### src/rtl/prog_counter_if.sv
// ==== prog_counter_if : control/status bundle for prog_counter -- rev 1.0 ====
`default_nettype none

interface prog_counter_if #(
  parameter int WIDTH   = 8,
  parameter int PRESC_W = 4
);
  logic               en;
  logic               dir;
  logic [1:0]         mode;
  logic [PRESC_W-1:0] presc;
  logic               load;
  logic [WIDTH-1:0]   load_val;
  logic [WIDTH-1:0]   limit;
  logic [WIDTH-1:0]   cmp_val;
  logic [WIDTH-1:0]   count;
  logic               tc;
  logic               cmp_match;
  logic               running;
  logic               oe;

  modport master (
    output en, dir, mode, presc, load, load_val, limit, cmp_val,
    input  count, tc, cmp_match, running, oe
  );

  modport slave (
    input  en, dir, mode, presc, load, load_val, limit, cmp_val,
    output count, tc, cmp_match, running, oe
  );
endinterface

`default_nettype wire

### src/rtl/prog_counter.sv
// ==== prog_counter : prescaled up/down counter, wrap/saturate/one-shot -- rev 1.0 ====
`default_nettype none

module prog_counter #(
  parameter int WIDTH   = 8,
  parameter int PRESC_W = 4
) (
  input  wire logic  clk,
  input  wire logic  rst,
  prog_counter_if.slave bus
);
  localparam logic [1:0] C_MODE_SAT     = 2'b01;
  localparam logic [1:0] C_MODE_ONESHOT = 2'b10;

  logic [WIDTH-1:0]   count_q, count_d;
  logic [PRESC_W-1:0] pcnt_q, pcnt_d;
  logic               tc_q, tc_d;
  logic               running_q, running_d;

  logic               w_tick;
  logic               w_at_term;
  logic               w_arrive;
  logic [WIDTH-1:0]   w_step;
  logic [WIDTH-1:0]   w_term;

  always_comb begin
    w_tick    = bus.en && !bus.load && (pcnt_q == bus.presc);
    w_term    = bus.dir ? '0 : bus.limit;
    // ">=" catches a count left above limit by a load or a limit change
    w_at_term = bus.dir ? (count_q == '0) : (count_q >= bus.limit);
    w_step    = bus.dir ? (count_q - WIDTH'(1)) : (count_q + WIDTH'(1));
    w_arrive  = (w_step == w_term);

    pcnt_d = pcnt_q;
    if (bus.load) begin
      pcnt_d = '0;
    end else if (bus.en) begin
      pcnt_d = (pcnt_q == bus.presc) ? '0 : (pcnt_q + PRESC_W'(1));
    end

    count_d   = count_q;
    tc_d      = 1'b0;
    running_d = running_q;
    if (bus.load) begin
      count_d   = bus.load_val;
      running_d = 1'b1;
    end else if (w_tick && running_q) begin
      if (w_at_term) begin
        if (bus.mode != C_MODE_SAT && bus.mode != C_MODE_ONESHOT) begin
          count_d = bus.dir ? bus.limit : '0;
          tc_d    = ~tc_q;
        end
      end else begin
        count_d = w_step;
        if (w_arrive && bus.mode == C_MODE_SAT) begin
          tc_d = ~tc_q;
        end else if (w_arrive && bus.mode == C_MODE_ONESHOT) begin
          tc_d      = ~tc_q;
          running_d = 1'b0;
        end
      end
    end
  end

  always_ff @(posedge clk) begin
    if (rst) begin
      count_q   <= '0;
      pcnt_q    <= '0;
      tc_q      <= 1'b0;
      running_q <= 1'b1;
    end else begin
      count_q   <= count_d;
      pcnt_q    <= pcnt_d;
      tc_q      <= tc_d;
      running_q <= running_d;
    end
  end

  assign bus.count     = count_q;
  assign bus.tc        = tc_q;
  assign bus.running   = running_q;
  assign bus.cmp_match = (count_q == bus.cmp_val);
  assign bus.oe        = bus.en && running_q && (count_q != w_term);
endmodule

`default_nettype wire

### src/flat_wrapper.sv
// flat-port wrapper written by rule: the top's interface ports become plain ports
module prog_counter_flat 
#(
  parameter int WIDTH   = 8,
  parameter int PRESC_W = 4
)
  (clk, rst, bus_en, bus_dir, bus_mode, bus_presc, bus_load, bus_load_val, bus_limit, bus_cmp_val, bus_count, bus_tc, bus_cmp_match, bus_running, bus_oe);
  prog_counter_if #(.WIDTH(WIDTH), .PRESC_W(PRESC_W)) bus_i ();
  input  wire logic clk;
  input  wire logic rst;
  input wire logic [$bits(bus_i.en)-1:0] bus_en;
  input wire logic [$bits(bus_i.dir)-1:0] bus_dir;
  input wire logic [$bits(bus_i.mode)-1:0] bus_mode;
  input wire logic [$bits(bus_i.presc)-1:0] bus_presc;
  input wire logic [$bits(bus_i.load)-1:0] bus_load;
  input wire logic [$bits(bus_i.load_val)-1:0] bus_load_val;
  input wire logic [$bits(bus_i.limit)-1:0] bus_limit;
  input wire logic [$bits(bus_i.cmp_val)-1:0] bus_cmp_val;
  output wire logic [$bits(bus_i.count)-1:0] bus_count;
  output wire logic [$bits(bus_i.tc)-1:0] bus_tc;
  output wire logic [$bits(bus_i.cmp_match)-1:0] bus_cmp_match;
  output wire logic [$bits(bus_i.running)-1:0] bus_running;
  output wire logic [$bits(bus_i.oe)-1:0] bus_oe;
  assign bus_i.en = bus_en;
  assign bus_i.dir = bus_dir;
  assign bus_i.mode = bus_mode;
  assign bus_i.presc = bus_presc;
  assign bus_i.load = bus_load;
  assign bus_i.load_val = bus_load_val;
  assign bus_i.limit = bus_limit;
  assign bus_i.cmp_val = bus_cmp_val;
  assign bus_count = bus_i.count;
  assign bus_tc = bus_i.tc;
  assign bus_cmp_match = bus_i.cmp_match;
  assign bus_running = bus_i.running;
  assign bus_oe = bus_i.oe;
  prog_counter #(.WIDTH(WIDTH), .PRESC_W(PRESC_W)) u_core (.clk(clk), .rst(rst), .bus(bus_i));
endmodule
### config.mk
export PLATFORM = sky130hd
export DESIGN_NAME = prog_counter_flat
export DESIGN_NICKNAME = d
export VERILOG_FILES = /design/src/rtl/prog_counter_if.sv /design/src/rtl/prog_counter.sv /design/src/flat_wrapper.sv
export SDC_FILE = /design/constraint.sdc
export NUM_CORES = 1
export LEC_CHECK = 0
export BUFFER_PORTS_ARGS = -buffer_cell sky130_fd_sc_hd__buf_2
export CAP_MARGIN = 5
export CORE_ASPECT_RATIO = 0.75
export CORE_MARGIN = 2
export CORE_UTILIZATION = 42
export DETAILED_ROUTE_END_ITERATION = 12
export PLACE_DENSITY = 0.65
export SYNTH_ARGS = -nofsm -noshare
export SYNTH_HDL_FRONTEND = slang
export SYNTH_SLANG_ARGS = --single-unit
### constraint.sdc
create_clock -name clk -period 4.27 [get_ports clk]
set_input_delay 0.6405 -clock clk [delete_from_list [all_inputs] [get_ports clk]]
set_output_delay 0.6405 -clock clk [all_outputs]
set_load 0.005 [all_outputs]
Yosys cells after proc, flatten, opt, wreduce, memory -nomap -nowiden
Index checks and enable logic that the tools add are counted.
Widths: inputs -> output; s select.

operators by class
  add/sub/neg operators = 3
  $lt $le $gt $ge = 1
  eq/ne operators = 9
  multiplexer cells = 13
  bitwise logic cells = 4
  reductions and logical operators = 15

operator list
  operator             number
  $mux 8               7
  $eq 8x8->1           2
  $add 8x1->8 const B  1
  $ge 8x8->1           1
  $logic_and 1x1->1    8
  $logic_not 8->1      1
  $ne 8x8->1           1
  $sub 8x1->8 const B  1
  $mux 1               5
  $add 4x1->4 const B  1
  $eq 4x4->1           1
  $mux 4               1
  $not 1->1            4
  $reduce_and 4->1     1
  $ne 3x3->1 const B   1
  $reduce_or 3->1      1
  $eq 2x1->1 const B   1
  $eq 2x2->1 const B   1
  $ne 2x1->1 const B   1
  $ne 2x2->1 const B   1
  $reduce_and 2->1     1
  $reduce_bool 2->1    1
  $reduce_or 2->1      1
  $logic_not 1->1      1

storage, ports and cells
  register bits after elaboration = 14
  input port bits = 35
  logic and storage cells = 49

Longest topological paths before layout
Gate-level depths: netlist (run 1).

  word-level depth = 7
  depth in mapped cells = 11

Worst setup path before layout (run 1)
OpenSTA, ideal clock, no wires.

  path kind = input -> register
  from = input port bus_dir
  to = register u_core.tc_q, in the netlist u_core.bus.tc
  library setup time = 0.070 ns
  arrival time = 2.648 ns
  data required time = 4.200 ns
  slack = 1.552 ns
  cell stages on the path = 10
  buffers on the path = 1
  cell sequence = buf_2 -> inv_1 -> fa_1 -> nand2b_1 -> a21oi_1 -> nor3_1 -> o21ai_0 -> nand4_1 -> or4b_1 -> a21oi_1

between the ends
  word-level cells in the longest chain between the ends = 6
  elaborated cells between the ends (all ways) = 9

RTL lines
  element                    line                                    source
  start, declared            flat_wrapper.sv:12                      input wire logic [$bits(bus_i.dir)-1:0] bus_dir;
  $mux 8 (on tied branches)  prog_counter.sv:31, prog_counter.sv:28
  $eq 8x8->1                 prog_counter.sv:32                      w_arrive = (w_step == w_term);
  $logic_and 1x1->1          prog_counter.sv:57                      end else if (w_arrive && bus.mode == C_MODE_ONESHOT) begin
  $mux 1                     prog_counter.sv:57
  $mux 1                     prog_counter.sv:55                      if (w_arrive && bus.mode == C_MODE_SAT) begin
  $mux 1 *                   prog_counter.sv:48                      if (w_at_term) begin
  end signal, assigned       prog_counter.sv:74                      tc_q <= tc_d;
  end, declared              prog_counter.sv:17                      logic tc_q, tc_d;

Mark *: on every way between the ends. The rest lies on a longest branch, timed or not.
A chain may end at the register's enable or synchronous reset.

Worst setup path after layout (run 1)
Ends and elaborated chain as after synthesis.

==> results.md, run 1 <==
* Syn Area/Cell at 7.75 µm²
* Dpl cell area at 2040 µm²
* Drt pass-1 iters at 4
* RSZ-0062 raised after global routing: false
* Cell area power density at 284 nW/µm²
* Synth area leader: dfxtp_1
* Clock Pin Slew Worst Setup and Hold Paths at 0.06 ns
* Clk_skew at 0.00600 ns
* DRC viols at 0
* Main synth FF type: dfxtp_1
* Final worst-path cycle share at 0.726
* Cells after Synth at 232
* Post-synthesis async set-or-reset flop share at 0
* Fin Hold WS at 0.515 ns
* Post-synth cell types at 53
* Count leader, synth: nor2_1
* R2R Setup Slk at 1.37 ns
* Core Box Area at 4080 µm²
* CTS buffer count at 3
* Top Ports at 47
* Critical-path top delay cell: or4b_1
* Post-CTS sizing at 0
* Worst path cell trace: buf_2 > inv_1 > fa_1 > nand2b_1 > a21oi_1 > nor3_1 > o21ai_0 > nand4_1 > or4b_1 > a21oi_1
* Yosys reg bits at 14
* P_leak at 0.887 nW
* Bufs on Longest Clock Path at 2
* Final core occ at 0.513
* Antenna viol nets, final at 0
* Post-CTS setup buffers at 0
* Final HPWL from detailed placement at 3790 µm
* Crit Path Class: in2reg
* Gr usage total at 0.221
* WP data arrival at 3.30 ns
* Syn Nets at 285
* Fillers at 399
* Fmax at 323 MHz
* Detailed-route via count at 1,806
* Synth Warn # at 0
* Crit-path max FO at 31
* WL/cell at 15.1 µm
* Antenna violations before repair at 0
* Setup TNS at 0 ns
* Hold path start: u_core.bus.running
* HP Class: reg2reg
* Minimum clock period at 3.10 ns
* Max IR drop VDD at 0.000136 V
* DR iter-0 viols at 124
* Crit path from: bus_dir
* Clock tree sinks at 14
* Area growth from synthesis to layout at 16.4%
* Worst-skew pair later-pin latency at 0.26 ns
* Top cells by area, synth: dfxtp_1, ha_1, xnor2_1
* Most common library cells after synthesis: nor2_1, xnor2_1, ha_1, o21ai_0, dfxtp_1
* Yosys top cell area share at 0.156
* FP Rows at 20
* Nets at 324
* EDFF count, synth at 0
* Worst Path Required at 4.46 ns
* Grt total ovfl at 0
* Setup crit end kind: flop
* CTS tree: done
* Die area at 4830 µm²
* Vias/cell at 5.56
* Largest net degree at the start of global routing at 32
* Layout cell share with drive strength beyond 1 at 0.222
* Final wirelength at 4910 µm
* Final Hold Vio Count at 0
* Die width at 79.6 µm
* Relative slew slack at 0.480
* Critical Path Most Common Cell: a21oi_1
* Design area at 2090 µm²
* Sequential fraction of the synthesis area at 0.156
* GPL Wtd Cong at 0.852
* IO buf count at 46
* Status: finished clean
* Starting Density at 0.441
* # setup viols final at 0
* Worst r2r src: u_core.bus.count[0]
* Netlist Area Pre-Place at 1800 µm²
* First-pass GRT wire length at 8120 µm
* Startpoint types: input pin
* Slew Viols, Final at 0
* CTS Root Cell: clkbuf_8
* Slew of the pin with the lowest slew margin at 0.779 ns
* Vias in the first global route at 1,628
* Die Span Y at 60.7 µm
* Antenna Cells at 0
* CTS H-tree depth at 1
* Critical Path Max Stage Delay at 0.54 ns
* # hold bufs at CTS at 0
* Max-Cap Viols at 0
## report_power, final
| part | leakage [nW] | total (mW) | internal, mW | switching, mW |
|---|---|---|---|---|
| clock network | 0.0288 | 0.136 | 0.0820 | 0.0538 |
| logic | 0.744 | 0.292 | 0.132 | 0.160 |
| registers | 0.115 | 0.167 | 0.140 | 0.0262 |
| total | 0.887 | 0.594 | 0.354 | 0.240 |
## worst paths after layout
| kind | endpoint | cells past startpoint |
|---|---|---|
| worst min-delay path | u_core.bus.running | 2 |
| worst min register to register | u_core.bus.running | 2 |
| worst max-delay path | u_core.bus.tc | 10 |
| worst max register to register | u_core.bus.count[1] | 8 |
## stage by stage
stage,setup slack [ns],power [mW],std cells
after floorplan,1.55,0.382,232
after global placement,1.01,0.455,321
after detailed placement,0.952,0.457,321
after CTS,1.21,0.596,325
after global routing,0.947,0.641,325
final,1.17,0.594,325
## kinds of logic (layout without fill, tap and decap cells)
logic type | Yosys count | in the layout | share of synthesized area
and+or+nand+nor | 76 | 76 | 0.222
AOI/OAI and AO/OA | 67 | 67 | 0.272
xor gates and xnor gates | 29 | 29 | 0.141
buffers and inverters | 25 | 63 | 0.0605
adders and majority gates | 19 | 19 | 0.135
DFF | 14 | 14 | 0.156
muxes | 2 | 2 | 0.0132
## metal layers
layer	vias to the layer above	global-route usage	share of wire
met5	-	0	0
met4	0	0.0788	0.013
met3	5	0.0387	0.060
met2	49	0.324	0.42
met1	833	0.326	0.51
li1	919	-	-
## flip-flops by register name (all words and copies together), names as in the netlist
signal	cells
u_core.bus.running	1
u_core.bus.tc	1
u_core.pcnt_q	4
u_core.bus.count	8
## placed cells by master, fill, tap and decap left out, types with 10 or more instances in the layout
master,n
ha_1,17
nand2_1,11
a21oi_1,12
buf_2,46
xnor2_1,19
inv_1,13
a31oi_1,10
nor2_1,27
o21ai_0,17
xor2_1,10
dfxtp_1,14
nand2b_1,12
## critical path: cells and delay by family
family / cells / cell delay [ns]
buffers and inverters: 2 / 0.65
and+or+nand+nor: 4 / 0.90
AOI/OAI and AO/OA: 3 / 0.66
adders and majority gates: 1 / 0.44
## final cells by class
type	count	area, µm²	share of cell area
Inverter	13	48.8	0.0233
Sequential cell	14	280	0.134
Multi-Input combinational cell	193	1410	0.673
Timing Repair Buffer	46	230	0.110
Clock buffer	4	55.1	0.0263
Tap cell	55	68.8	0.0329
No activity file was read; power rests on OpenSTA's default activity.
==> run 2, diff against run 1 <==
Settings changed: PLACE_DENSITY 0.65 to 0.67.
Clock period 4.27 ns to 2.6 ns, I/O delays scaled along.
==> run 2 against run 1 <==
Effect of this change: total power grew 79%; final area grew 12%; clock power grew 60%; sequential cell count is the same; worst setup slack lost 1.0 ns; global-route usage shrank 0.14 points; die area is the same; critical path depth shrank 1; core utilization grew 6.0 points.
==> results.md, run 2 (synthesis gave the netlist of run 1 again) <==
* Status: finished clean
* FP Rows at 20 (unchanged)
* Final HPWL from detailed placement at 4190 µm (+11%)
* Dpl cell area at 2260 µm² (+11%)
* Fmax at 410 MHz
* HP Class: in2reg
* Post-CTS setup buffers at 0 (unchanged)
* Worst Path Required at 2.78 ns (-1.68 ns)
* Starting Density at 0.441 (unchanged)
* Grt total ovfl at 0 (unchanged)
* Drt pass-1 iters at 4 (unchanged)
* Crit Path Class: reg2reg
* Crit-path max FO at 6 (-81%)
* P_leak at 1.04 nW (+17%)
* Max-Cap Viols at 0 (unchanged)
* Final wirelength at 5090 µm (+3.7%)
* Final worst-path cycle share at 0.938
* Critical Path Most Common Cell: a21oi_1
* Placed insts at 351 (+9.3%)
* Die Span Y at 60.7 µm (unchanged)
* Antenna viol nets, final at 0 (unchanged)
* Final Hold Vio Count at 0 (unchanged)
* Vias/cell at 5.42 (-2.4%)
* WL/cell at 14.3 µm (-5.1%)
* Largest net degree at the start of global routing at 21 (-34%)
* Slew of the pin with the lowest slew margin at 0.452 ns (-0.328 ns)
* Place WS at -0.0145 ns (-0.967 ns)
* Most frequent cells in the layout: buf_2, buf_4, nor2_1, xnor2_1
* Final worst slack at 0.162 ns (-1.01 ns)
* Commonest non-fill, non-tap cell in the layout: buf_2
* Critical Path Max Stage Delay at 0.54 ns (about the same)
* Minimum clock period at 2.44 ns
* First-pass GRT wire length at 8200 µm (+0.94%)
* Relative slew slack at 0.698 (+0.218)
* Top Ports at 47 (unchanged)
* DR iter-0 viols at 113 (-8.9%)
* Worst path cell trace: inv_1 > fa_1 > xor2_1 > nor3_1 > a21oi_1 > o21ai_0 > nand4_1 > or4b_1 > a21oi_1
* Gr usage total at 0.220 (-0.00139)
* Vias in the first global route at 1,663 (+2.1%)
* Slew Viols, Final at 0 (unchanged)
* # setup viols final at 0 (unchanged)
* Area growth from synthesis to layout at 29.9%
* Antenna Cells at 0 (unchanged)
* Fillers at 400 (+0.25%)
* Setup crit end kind: flop
* WP data arrival at 2.61 ns (-0.69 ns)
* CTS buffer count at 3 (unchanged)
* Max reg flops at 8 (unchanged)
* CTS tree: done
* Clk_skew at 0.00908 ns (+0.00308 ns)
* R2r worst-path depth at 9 (+1)
* Levels on crit path at 9 (-1)
* Crit path max-delay family: simple AND/OR/NAND/NOR gates
* Die width at 79.6 µm (unchanged)
* Tot Pwr at 1.06 mW (+79%)
* Clock Pin Slew Worst Setup and Hold Paths at 0.07 ns (about the same)
* Die area at 4830 µm² (unchanged)
* Detailed-route via count at 1,925 (+6.6%)
* IO buf count at 46 (unchanged)
* Antenna violations before repair at 0 (unchanged)
* Setup TNS at 0 ns (unchanged)
* Startpoint types: flop
* Core Box Area at 4080 µm² (unchanged)
* Bufs on Longest Clock Path at 2 (unchanged)
* DRC viols at 0 (unchanged)
* Layout cell share with drive strength beyond 1 at 0.310 (+0.0878)
* Max IR drop VDD at 0.000320 V (+140%)
* Non-Filler Instances at 355 (+9.2%)
* Worst Path Buf+Inv at 1 (-1)
* Nets at 354 (+9.3%)
* Worst-skew pair later-pin latency at 0.25 ns (about the same)
* Clock tree sinks at 14 (unchanged)
* CTS H-tree depth at 1 (unchanged)
* Design area at 2330 µm² (+12%)
* Cell area power density at 456 nW/µm² (+60%)
* # hold bufs at CTS at 0 (unchanged)
* GPL Wtd Cong at 0.845 (-0.82%)
* Critical-path top delay cell: or4b_1
* CTS Root Cell: clkbuf_8
* WHS Path Cells at 3 (+1)
==> run 2: report_power, final <==
| group | internal [mW] | switching, mW |
|---|---|---|
| Sequential | 0.231 | 0.0197 |
| Clock | 0.134 | 0.0823 |
| Combinational | 0.286 | 0.311 |
| Total | 0.651 | 0.413 |
==> run 2: worst paths after layout <==
check                            from             endpoint  slack [ns]
setup / recovery  u_core.bus.count[1]        u_core.bus.tc        0.16
hold / removal        bus_load_val[5]  u_core.bus.count[5]        0.48
setup reg to reg  u_core.bus.count[1]        u_core.bus.tc        0.16
hold reg to reg    u_core.bus.running   u_core.bus.running        0.51
==> run 2: worst reg2reg max path: cells and delay by family (launching register included) <==
kind | cells | cell delay, ns
AO/OA/AOI/OAI | 3 | 0.42
XOR/XNOR | 1 | 0.21
adder cells (fa/ha/maj) | 1 | 0.42
buffers and inverters | 1 | 0.10
flip-flops | 1 | 0.39
AND/OR/NAND/NOR | 3 | 0.84
==> run 2: through the flow <==
step,hold slack (ns),utilization
5_1_grt,0.489,0.572
4_1_cts,0.483,0.568
6_report,0.476,0.572
3_3_place_gp,0.495,0.555
2_1_floorplan,0.486,-
3_5_place_dp,0.494,0.555
==> run 2: final cells by class <==
| class | count | area (µm²) | share of cell area |
|---|---|---|---|
| flip-flops and latches | 14 | 283 | 0.121 |
| well taps | 55 | 68.8 | 0.0295 |
| inverters | 13 | 48.8 | 0.0209 |
| repair buffers | 76 | 455 | 0.195 |
| clock buffers | 4 | 55.1 | 0.0236 |
| multi-input cells | 193 | 1420 | 0.610 |
==> run 2: what timing repair did <==
item	in CTS	in global routing
endpoints found under the hold margin	0	0
setup endpoints to repair	0	9
resized for setup	0	4
==> run 2: per-layer routing <==
layer	vias to the layer above	GRT usage	part of all wire
met1	884	0.332	0.51
met2	57	0.342	0.42
li1	979	-	-
met5	-	0	0
met3	5	0.0313	0.060
met4	0	0.0296	0.0067
==> run 3, diff against run 2 <==
Settings changed: REMOVE_ABC_BUFFERS from default to 1.
==> run 3 against run 2 <==
Effect of this change: critical path depth down 1; worst hold slack worse by 0.0057 ns; clock power up 7%; critical path type unchanged.
==> results.md, run 3 (synthesis gave the netlist of run 1 again) <==
* Status: finished clean
* Largest net degree at the start of global routing at 21 (unchanged)
* Max-Cap Viols at 0 (unchanged)
* Die Span Y at 60.7 µm (unchanged)
* WL/cell at 15.0 µm (+4.9%)
* Power Internal at 0.665 mW (+2.2%)
* Commonest non-fill, non-tap cell in the layout: buf_2
* Antenna Cells at 0 (unchanged)
* Non-Filler Instances at 358 (+0.85%)
* Vias/cell at 5.53 (+2.0%)
* Layout cell share with drive strength beyond 1 at 0.333 (+0.0233)
* # hold bufs at CTS at 0 (unchanged)
* Relative slew slack at 0.564 (-0.133)
* Placed insts at 354 (+0.85%)
* Final wirelength at 5380 µm (+5.8%)
* Cell area power density at 466 nW/µm² (+2.2%)
* Sw Ratio at 0.398 (+0.0104)
* Clock Pin Slew Worst Setup and Hold Paths at 0.07 ns (about the same)
* Psw at 0.440 mW (+6.7%)
* GPL Wtd Cong at 0.872 (+3.2%)
* Area growth from synthesis to layout at 32.0%
* CTS Root Cell: clkbuf_8
* Most frequent cells in the layout: buf_2, buf_4, nor2_1, xnor2_1, ha_1
* CTS buffer count at 3 (unchanged)
* Antenna viol nets, final at 0 (unchanged)
* Antenna violations before repair at 0 (unchanged)
* WP data arrival at 2.66 ns (+0.05 ns)
* Slew Viols, Final at 0 (unchanged)
* Final HPWL from detailed placement at 4280 µm (+2.1%)
* Nets at 357 (+0.85%)
* Die width at 79.6 µm (unchanged)
* Startpoint types: flop
* Max IR drop VDD at 0.000273 V (-15%)
* Setup crit end kind: flop
* Final Hold Vio Count at 0 (unchanged)
* CTS H-tree depth at 1 (unchanged)
* Fin Hold WS at 0.470 ns (-0.00568 ns)
* Top Ports at 47 (unchanged)
* Clk_skew at 0.000780 ns (-0.00830 ns)
* IO buf count at 46 (unchanged)
* Clock tree sinks at 14 (unchanged)
* Grt total ovfl at 0 (unchanged)
* Starting Density at 0.441 (unchanged)
* Clk pwr share at 0.211 (+0.008)
* DRC viols at 0 (unchanged)
* Design area at 2370 µm² (+1.7%)
* Tot Pwr at 1.11 mW (+3.9%)
* P_leak at 1.06 nW (+2.0%)
* Crit Path Class: reg2reg
* Vias in the first global route at 1,751 (+5.3%)
* Die area at 4830 µm² (unchanged)
* Worst Path Required at 2.80 ns (+0.02 ns)
* Core Box Area at 4080 µm² (unchanged)
* Final worst-path cycle share at 0.947 (+0.00936)
* Setup TNS at 0 ns (unchanged)
* Place WS at -0.141 ns (-0.126 ns)
* Max reg flops at 8 (unchanged)
* Minimum clock period at 2.46 ns (+0.0243 ns)
* Fmax at 406 MHz (-0.99%)
* DR iter-0 viols at 180 (+59%)
* FP Rows at 20 (unchanged)
* Drt pass-1 iters at 5 (+1)
* Comb power frac at 0.564 (+0.004)
* Dpl cell area at 2280 µm² (+1.0%)
* Crit-path max FO at 4 (-2)
* # setup viols final at 0 (unchanged)
* Slew of the pin with the lowest slew margin at 0.652 ns (+0.200 ns)
* Seq pwr share at 0.225 (-0.011)
* Worst-skew pair later-pin latency at 0.26 ns (about the same)
* Detailed-route via count at 1,980 (+2.9%)
* Final worst slack at 0.138 ns (-0.0243 ns)
* First-pass GRT wire length at 8680 µm (+5.9%)
* HP Class: in2reg
* Bufs on Longest Clock Path at 2 (unchanged)
* CTS tree: done
* Final core occ at 0.582 (+0.00951)
* Gr usage total at 0.232 (+0.0126)
## run 3: worst paths after layout
kind / from / end / slack [ns] / cells after the start
worst min-delay path: bus_load_val[1] / u_core.bus.count[1] / 0.47 / 3
worst min register to register: u_core.bus.tc / u_core.bus.tc / 0.51 / 3
worst max-delay path: u_core.bus.count[1] / u_core.bus.tc / 0.14 / 8
worst max register to register: u_core.bus.count[1] / u_core.bus.tc / 0.14 / 8
## run 3: worst max-delay path, stage by stage, from the launching register on
cell and delay (ns):
dfxtp_2 0.38, inv_1 0.10, fa_2 0.50, nor4_1 0.29, a31oi_1 0.09, o21ai_2 0.19, nand4_1 0.16, or4b_1 0.55
a21oi_1 0.14
## run 3: repair_timing
action	CTS	global route
cloned	0	0
resized for setup	1	8
endpoints found under the setup margin	1	1
setup buffers	0	0
pin swaps	0	2
## run 3: area by class of cell
type | count | area [µm²]
clock buffer | 4 | 55.1
inverter | 13 | 48.8
fill | 406 | 1710
multi-input combinational | 193 | 1440
timing repair buffer | 79 | 478
sequential | 14 | 282
tap | 55 | 68.8
## run 3: power groups by stage
stage,combinational [mW],clock [mW],sequential (mW)
6_report,0.624,0.233,0.249
5_1_grt,0.684,0.239,0.251
4_1_cts,0.596,0.230,0.247
2_1_floorplan,0.339,0,0.267
3_5_place_dp,0.591,0,0.252
3_3_place_gp,0.585,0,0.253
## run 3: routing by layer
| metal | vias up | track usage | wire, µm |
|---|---|---|---|
| met5 | - | 0 | 0 |
| met4 | 0 | 0.0517 | 38 |
| met3 | 4 | 0.0238 | 306 |
| met2 | 63 | 0.354 | 2280 |
| met1 | 926 | 0.354 | 2760 |
| li1 | 987 | - | - |
